`src/rtl/rng_insert_mc_if.sv`:
```
`default_nettype none
// ============================================================================
// Module   : rng_insert_mc_if
// Brief    : Control, parameter and bitstream bundle for rng_insert_mc.
// Revision : 1.0  initial release
// ============================================================================
interface rng_insert_mc_if #(
  parameter int CH  = 4,
  parameter int WBW = 8,
  parameter int PBW = 8
) ();
  logic                iClr;
  logic                iEn;
  logic [1:0]          iMode;
  logic [WBW-1:0]      iWindow;
  logic [CH*PBW-1:0]   iProb;
  logic [CH-1:0]       iA;
  logic [CH-1:0]       oB;
  logic [CH-1:0]       oFlip;
  logic                oWinDone;

  modport master (
    output iClr, iEn, iMode, iWindow, iProb, iA,
    input  oB, oFlip, oWinDone
  );

  modport slave (
    input  iClr, iEn, iMode, iWindow, iProb, iA,
    output oB, oFlip, oWinDone
  );
endinterface
`default_nettype wire

```
`src/rtl/rng_insert_mc.sv`:
```
`default_nettype none
// ============================================================================
// Module   : rng_insert_mc
// Brief    : Per-channel bit insertion forcing window ones-count toward a target.
// Revision : 1.0  initial release
// ============================================================================
module rng_insert_mc #(
  parameter int CH  = 4,
  parameter int WBW = 8,
  parameter int PBW = 8
) (
  input  wire logic          iClk,
  input  wire logic          iRstN,
  rng_insert_mc_if.slave     bus
);

  localparam int          c_PW         = PBW + WBW;
  localparam logic [1:0]  c_MODE_BYP   = 2'b00;
  localparam logic [1:0]  c_MODE_EXACT = 2'b01;
  localparam logic [1:0]  c_MODE_MIN   = 2'b10;
  localparam logic [1:0]  c_MODE_MAX   = 2'b11;
  localparam logic [c_PW-1:0] c_HALF   = c_PW'(1) << (PBW - 1);

  logic [WBW-1:0]    r_pos;
  logic [WBW-1:0]    r_win;
  logic [1:0]        r_mode;
  logic [CH*PBW-1:0] r_prob;
  logic [CH-1:0]     r_b;
  logic [CH-1:0]     r_flip;
  logic              r_done;

  logic              w_start;
  logic              w_adv;
  logic [WBW-1:0]    w_win_live;
  logic [WBW-1:0]    w_win;
  logic [1:0]        w_mode;
  logic [CH*PBW-1:0] w_prob;
  logic [WBW-1:0]    w_rem;
  logic              w_last;
  logic [CH-1:0]     w_dec;

  // At window start the live parameters drive the decision and are latched.
  assign w_start    = (r_pos == '0);
  assign w_adv      = bus.iEn && !bus.iClr;
  assign w_win_live = (bus.iWindow == '0) ? WBW'(1) : bus.iWindow;
  assign w_win      = w_start ? w_win_live : r_win;
  assign w_mode     = w_start ? bus.iMode  : r_mode;
  assign w_prob     = w_start ? bus.iProb  : r_prob;
  assign w_rem      = w_win - r_pos;
  assign w_last     = (r_pos == (w_win - WBW'(1)));

  for (genvar k = 0; k < CH; k++) begin : g_ch
    logic [WBW-1:0]  r_c1;
    logic [c_PW-1:0] w_prod;
    logic [WBW-1:0]  w_t;
    logic [WBW-1:0]  w_c1;
    logic [WBW-1:0]  w_need;
    logic            w_met;

    assign w_prod = c_PW'(w_prob[k*PBW +: PBW]) * c_PW'(w_win) + c_HALF;
    assign w_t    = w_prod[PBW +: WBW];
    assign w_c1   = w_start ? '0 : r_c1;
    assign w_met  = (w_c1 >= w_t);
    assign w_need = w_t - w_c1;

    always_comb begin
      w_dec[k] = bus.iA[k];
      unique case (w_mode)
        c_MODE_BYP:   w_dec[k] = bus.iA[k];
        c_MODE_EXACT: begin
          if (w_met)                 w_dec[k] = 1'b0;
          else if (w_need == w_rem)  w_dec[k] = 1'b1;
        end
        c_MODE_MIN:   if (!w_met && (w_need >= w_rem)) w_dec[k] = 1'b1;
        c_MODE_MAX:   if (w_met) w_dec[k] = 1'b0;
        default:      w_dec[k] = bus.iA[k];
      endcase
    end

    always_ff @(posedge iClk) begin
      if (!iRstN || bus.iClr) begin
        r_c1 <= '0;
      end else if (bus.iEn) begin
        r_c1 <= w_c1 + WBW'(w_dec[k]);
      end
    end
  end

  always_ff @(posedge iClk) begin
    if (!iRstN) begin
      r_pos  <= '0;
      r_win  <= '0;
      r_mode <= c_MODE_BYP;
      r_prob <= '0;
      r_b    <= '0;
      r_flip <= '0;
      r_done <= 1'b0;
    end else begin
      r_b    <= '0;
      r_flip <= '0;
      r_done <= 1'b0;
      if (bus.iClr) begin
        r_pos <= '0;
      end else if (w_adv) begin
        if (w_start) begin
          r_win  <= w_win_live;
          r_mode <= bus.iMode;
          r_prob <= bus.iProb;
        end
        r_pos  <= w_last ? '0 : r_pos + WBW'(1);
        r_b    <= w_dec;
        r_flip <= w_dec ^ bus.iA;
        r_done <= w_last;
      end
    end
  end

  assign bus.oB       = r_b;
  assign bus.oFlip    = r_flip;
  assign bus.oWinDone = r_done;

endmodule
`default_nettype wire

```
`src/flat_wrapper.sv`:
```
// flat-port wrapper written by rule: the top's interface ports become plain ports
module rng_insert_mc_flat 
#(
  parameter int CH  = 4,
  parameter int WBW = 8,
  parameter int PBW = 8
)
  (iClk, iRstN, bus_iClr, bus_iEn, bus_iMode, bus_iWindow, bus_iProb, bus_iA, bus_oB, bus_oFlip, bus_oWinDone);
  rng_insert_mc_if #(.CH(CH), .WBW(WBW), .PBW(PBW)) bus_i ();
  input  wire logic iClk;
  input  wire logic iRstN;
  input wire logic [$bits(bus_i.iClr)-1:0] bus_iClr;
  input wire logic [$bits(bus_i.iEn)-1:0] bus_iEn;
  input wire logic [$bits(bus_i.iMode)-1:0] bus_iMode;
  input wire logic [$bits(bus_i.iWindow)-1:0] bus_iWindow;
  input wire logic [$bits(bus_i.iProb)-1:0] bus_iProb;
  input wire logic [$bits(bus_i.iA)-1:0] bus_iA;
  output wire logic [$bits(bus_i.oB)-1:0] bus_oB;
  output wire logic [$bits(bus_i.oFlip)-1:0] bus_oFlip;
  output wire logic [$bits(bus_i.oWinDone)-1:0] bus_oWinDone;
  assign bus_i.iClr = bus_iClr;
  assign bus_i.iEn = bus_iEn;
  assign bus_i.iMode = bus_iMode;
  assign bus_i.iWindow = bus_iWindow;
  assign bus_i.iProb = bus_iProb;
  assign bus_i.iA = bus_iA;
  assign bus_oB = bus_i.oB;
  assign bus_oFlip = bus_i.oFlip;
  assign bus_oWinDone = bus_i.oWinDone;
  rng_insert_mc #(.CH(CH), .WBW(WBW), .PBW(PBW)) u_core (.iClk(iClk), .iRstN(iRstN), .bus(bus_i));
endmodule
```
`config.mk`:
```
export PLATFORM = sky130hd
export DESIGN_NAME = rng_insert_mc_flat
export DESIGN_NICKNAME = d
export VERILOG_FILES = /design/src/rtl/rng_insert_mc_if.sv /design/src/rtl/rng_insert_mc.sv /design/src/flat_wrapper.sv
export SDC_FILE = /design/constraint.sdc
export NUM_CORES = 1
export LEC_CHECK = 0
export CAP_MARGIN = 30
export CORE_MARGIN = 1
export CORE_UTILIZATION = 50
export DETAILED_ROUTE_END_ITERATION = 8
export GPL_TIMING_DRIVEN = 0
export PLACE_DENSITY_LB_ADDON = 0.3
export SLEW_MARGIN = 20
export SYNTH_ARGS = -nofsm -noshare
export SYNTH_HDL_FRONTEND = slang
export SYNTH_SLANG_ARGS = --single-unit
```
`constraint.sdc`:
```
create_clock -name iClk -period 30.1 [get_ports iClk]
set_input_delay 7.525 -clock iClk [delete_from_list [all_inputs] [get_ports iClk]]
set_output_delay 7.525 -clock iClk [all_outputs]
set_load 0.01 [all_outputs]
```
## Word-level counts from Yosys, hierarchy flattened

Cells that the tools add are included.

- Bitwise logic cells: 4
- Multiply operators: 4
- Reduce and logical (&&, ||, !) cells: 18
- $add $sub $neg: 15
- Mux-type cells: 29
- $lt $le $gt $ge: 8
- Equality and inequality tests: 8

Operator list:

| kind | number |
|---|---|
| adder 16 x 8 -> 16 bit (second input constant) | 4 |
| >= comparator 8 bit | 8 |
| multiplier 8 x 8 -> 16 bit | 4 |
| 2-to-1 mux 8 bit | 7 |
| equality test 8 bit | 5 |
| subtractor 8 bit | 5 |
| adder 8 x 1 -> 8 bit | 4 |
| 2-to-1 mux 32 bit | 1 |
| logical NOT 8 bit | 2 |
| 2-to-1 mux 1 bit | 16 |
| case mux 1 bit (4 select lines) | 4 |
| adder 8 x 1 -> 8 bit (second input constant) | 1 |
| subtractor 8 x 1 -> 8 bit (second input constant) | 1 |
| logical NOT 1 bit | 6 |
| logical AND 1 bit | 5 |
| equality test 2 bit (second input constant) | 2 |
| XOR 4 bit | 1 |
| inverter 1 bit | 3 |
| OR reduction 3 bit | 1 |
| equality test 2 x 1 -> 1 bit (second input constant) | 1 |
| logical NOT 2 bit | 1 |
| 2-to-1 mux 2 bit | 1 |
| AND reduction 2 bit | 1 |
| OR reduction 2 bit | 1 |
| logical OR 1 bit | 1 |

- Register bits after elaboration: 91

## Depth between registers and ports, before layout

- Depth after elaboration: 11
- Depth in mapped cells: 46

## Least setup slack after synthesis

OpenSTA, ideal clock, no wires.

- Kind: input port to flip-flop
- Start point: input bus_iWindow[2]
- End point: register u_core.g_ch[2].r_c1[6]
- Slack: 14.760 ns
- Setup time: 0.128 ns
- Stages on the path: 36
- Buffers on the path: 1
- Arrival time: 15.213 ns
- Data required time: 29.972 ns
- Path through: nor4_1 a21oi_1 o21a_1 clkbuf_1 or2_2 fa_1 fa_1 inv_1 fa_1 fa_1 ha_1 o21ai_0 nor2_1 o41ai_1 o21bai_1 xor2_1 ha_1 o21a_1 o21ai_0 nand2b_1 a211oi_1 nor2_1 ha_1 a21o_1 a21oi_1 o31ai_1 a221oi_1 a211oi_2 or2_1 ha_1 ha_1 and3_1 and3_1 nor3b_1 a21oi_1 nor2_1

- Cells in the longest elaborated chain, start to end: 11
- Elaborated cells on any way between the ends: 18
- Those cells by class: 4 x add/sub; 1 x mul; 2 x order compare; 1 x eq/ne; 7 x mux; 3 x reduce/logical

RTL lines:

| element | line | source |
|---|---|---|
| from (decl) | flat_wrapper.sv:15 | `input wire logic [$bits(bus_i.iWindow)-1:0] bus_iWindow;` |
| logical NOT 8 bit | rng_insert_mc.sv:45 | `assign w_win_live = (bus.iWindow == '0) ? WBW'(1) : bus.iWindow;` |
| 2-to-1 mux 8 bit (*) | rng_insert_mc.sv:45 |  |
| 2-to-1 mux 8 bit (*) | rng_insert_mc.sv:46 | `assign w_win = w_start ? w_win_live : r_win;` |
| multiplier 8 x 8 -> 16 bit | rng_insert_mc.sv:60 | `assign w_prod = c_PW'(w_prob[k*PBW +: PBW]) * c_PW'(w_win) + c_HALF;` |
| adder 16 x 8 -> 16 bit | rng_insert_mc.sv:60 |  |
| subtractor 8 bit or >= comparator 8 bit (tied branches) | rng_insert_mc.sv:64, rng_insert_mc.sv:63 |  |
| >= comparator 8 bit, or another cell as far along | rng_insert_mc.sv:74 | `c_MODE_MIN: if (!w_met && (w_need >= w_rem)) w_dec[k] = 1'b1;` |
| logical AND 1 bit or 2-to-1 mux 1 bit (tied branches) | rng_insert_mc.sv:74, rng_insert_mc.sv:72 |  |
| 2-to-1 mux 1 bit, on equally long branches | rng_insert_mc.sv:74, rng_insert_mc.sv:71 |  |
| case mux 1 bit (4 select lines) (*) | rng_insert_mc.sv:68 | `unique case (w_mode)` |
| via u_core.w_dec[2] | rng_insert_mc.sv:40 | `logic [CH-1:0] w_dec;` |
| adder 8 x 1 -> 8 bit (*) | rng_insert_mc.sv:84 | `r_c1 <= w_c1 + WBW'(w_dec[k]);` |
| to (signal assigned) | rng_insert_mc.sv:84 |  |
| to (decl) | rng_insert_mc.sv:53 | `logic [WBW-1:0] r_c1;` |

The timed path passes the listed nets; every way through them passes the cells marked *.
A chain may end at the register's enable or synchronous reset.

## Worst setup path after layout

Ends and elaborated chain as after synthesis.

==> results.toml <==
[status]
status = "finished, final reports clean"

[floorplanning]
die_y_um = 173.1
core_um2 = 28780
rows = 62
io_pins = 59
die-area_um2 = 29960
die_x_um = 173.1
initial_core_util_pct = 50.85

[timing]
skew_ns = 0.01989
finalSetupTns_ns = 0
rsz0062_at_grt = "false"
timing.final.crit_share_pct = 56.60
maxSlewViolCount = 0
setup_viol = 0
timing.hold.ws_ns = 0.5010
worstMarginPinSlew_ns = 1.029
min_period_ns = 17.04
fmax_ghz = 0.05870
slew_headroom_pct = 31.42
finalHoldViolCount = 0

[min_path]
hold_class = "reg2reg"
min_from = "u_core.r_prob[31]"

[final_layout]
areaGrowthSynthToFinish_pct = 9.456
num-nets-final = 2298
drive_above_1_share_pct = 3.514
fin_util_pct = 55.66

[clock_network]
htree_levels = 3
cts_tree = "yes"
cts.sinks = 91
post_cts_buffers = 0
cts_hold_buf = 0
clockBufferDepth = 2
clkLatencyLatePin_ns = 0.38
cts_buffers = 9
cts_resized = 0
cts_root_buffer = "clkbuf_16"
clk_pin_slew_ns = 0.08

[route]
drt_first_pass_iters = 5
post_drt_wl_per_cell_um = 19.14
routed_wl_um = 43310
antenna_left = 0
vias_per_cell = 5.725
num_vias = 12956
first_iter_violations = 1295
drc_errors = 0

[pwr]
seq_power_share_pct = 8.6
clock_power_share_pct = 8.6
internal-power_mw = 0.7362
ir_drop_uv = 55.19
powerDensity_nw_per_um2 = 94.15
switching_share_pct = 51.18
combPwrFrac_pct = 82.8
switchingPower_mw = 0.7718
cellLeakagePower_nw = 8.249

[placed_design]
gp_congestion = 0.9212
io_buffers = 56
dp_hpwl_um = 34330

[setup_path]
r2r_start = "u_core.r_pos[1]"
crit_fanout = 10
worst_ep_required_time_ns = 30.33
crit_arrival_ns = 17.27
crit_start = "bus_iWindow[2]"
critical_path_class = "in2reg"
cpLargestDelayFamily = "adder cells"
start_kind = "input pin"
cp-end-kind = "register"
max_stage_delay_ns = 0.57
slowest_stage = "fa_1"
crit_path_frequent_cell = "ha_1"
critPathBufInv = 3

[global_routing]
use_met1_pct = 38.08
grt_overflow_total = 0
antenna_found_initial = 2
busiest_layer = "met2"
gr-usage-met2_pct = 49.23
met3_usage_pct = 6.398
grt_pass1_vias = 12680
grt_pass1_wl_um = 68560
grt_start_max_net_pins = 18
grt_use_total_pct = 29.53

[synth]
syn-cell-area_um2 = 14630
postSynthNetCount = 2228
synth_top_cell_area_share_pct = 19.84
async_flop_share_pct = 0
postSynthCellCount = 1803
synth_edf_count = 0
ys.flop_type = "dfxtp_1"
yosysWarnings = 0
synth_common_cells = "nand2_1 (263), ha_1 (230), nor2_1 (228), inv_1 (225), fa_1 (145)"
ys_seq_area_share_pct = 12.45
synth.avg_cell_area_um2 = 8.116
ys_top_cells_by_area = "fa_1 (20%), ha_1 (20%), dfxtp_1 (12%)"
synth_most_common_cell = "nand2_1"
synth_top_cell_by_area = "fa_1"
ys_types = 66
synth-seq-cells = 91

[job]
drv_cap = 0
per-stage QoR:
stage / cells / worst slack, ns / total power [mW] / cell area [um2]
after floorplan: 1803 / 14.76 / 1.075 / 14630
after global placement: 2243 / 12.65 / 1.314 / 15680
after detailed placement: 2245 / 12.88 / 1.357 / 15700
after CTS: 2261 / 13.18 / 1.497 / 16000
after global routing: 2262 / 12.57 / 1.686 / 16020
final: 2263 / 13.06 / 1.508 / 16020
layout make-up:
| class | count | area (um2) |
|---|---|---|
| Clock buffer | 9 | 225.2 |
| Sequential cell | 91 | 1822 |
| Clock inverter | 7 | 82.58 |
| Multi-Input combinational cell | 1416 | 11680 |
| Fill cell | 2652 | 12760 |
| Timing Repair Buffer | 59 | 593.1 |
| Tap cell | 384 | 480.5 |
| Buffer | 69 | 280.3 |
| Inverter | 227 | 852.1 |
| Antenna cell | 1 | 2.502 |
sequential cells by signal, indices dropped and copies added, names as in the netlist:
register and flops:
u_core.g_ch.r_c1 32, u_core.bus.oFlip 4, u_core.r_mode 2, u_core.bus.oB 4, u_core.bus.oWinDone 1, u_core.r_win 8, u_core.r_prob 32, u_core.r_pos 8
per-layer routing:
layer | vias to the layer above | wire length (um)
met3 | 90 | 4103
li1 | 6094 | -
met2 | 567 | 20200
met1 | 6205 | 17620
met4 | 0 | 1387
met5 | - | 0
cell families after synthesis:
kind of cell / after synthesis / synth area share, %
compound gates: 232 / 11.41
xor+xnor: 78 / 4.668
mux: 51 / 3.523
flops: 91 / 12.45
simple gates: 680 / 20.71
fa+ha+maj: 375 / 39.50
buf+inv: 296 / 7.738
final timing paths:
path | slack (ns) | to | cells past startpoint
setup reg to reg | 18.90 | u_core.g_ch[2].r_c1[6] | 44
setup / recovery | 13.06 | u_core.g_ch[2].r_c1[6] | 39
hold / removal | 0.50 | u_core.r_prob[31] | 1
hold reg to reg | 0.50 | u_core.r_prob[31] | 1
placed cells by master (no fill, tap or decap), types with 5 or more instances in the layout:
| cell type | netlist | final |
|---|---|---|
| a211oi_1 | 10 | 10 |
| a21o_1 | 23 | 23 |
| a21oi_1 | 47 | 47 |
| a311oi_1 | 5 | 5 |
| and2_1 | 10 | 10 |
| and3_1 | 22 | 22 |
| buf_1 | 8 | 8 |
| buf_2 | 11 | 11 |
| clkbuf_1 | 49 | 49 |
| clkbuf_16 | 0 | 9 |
| clkdlybuf4s50_1 | 0 | 56 |
| dfxtp_1 | 91 | 91 |
| fa_1 | 145 | 145 |
| ha_1 | 230 | 230 |
| inv_1 | 225 | 225 |
| mux2i_1 | 49 | 49 |
| nand2_1 | 263 | 263 |
| nand2b_1 | 21 | 21 |
| nand3_1 | 22 | 22 |
| nand4_1 | 21 | 21 |
| nor2_1 | 228 | 228 |
| nor2b_1 | 9 | 9 |
| nor3_1 | 19 | 19 |
| nor3b_1 | 14 | 14 |
| nor4_1 | 11 | 11 |
| o211a_1 | 42 | 42 |
| o211ai_1 | 5 | 5 |
| o21a_1 | 10 | 10 |
| o21ai_0 | 49 | 49 |
| o31ai_1 | 5 | 5 |
| o41ai_1 | 5 | 5 |
| or2_2 | 22 | 22 |
| or3_1 | 5 | 5 |
| xnor2_1 | 44 | 44 |
| xor2_1 | 34 | 34 |
power groups by stage:
stage	clock (mW)	combinational (mW)	sequential [mW]
global placement	0	1.18	0.132
floorplan	0	0.943	0.132
finish	0.130	1.25	0.130
detailed placement	0	1.22	0.133
global route	0.136	1.42	0.131
CTS	0.130	1.24	0.130
No activity file was read; power rests on OpenSTA's default activity.
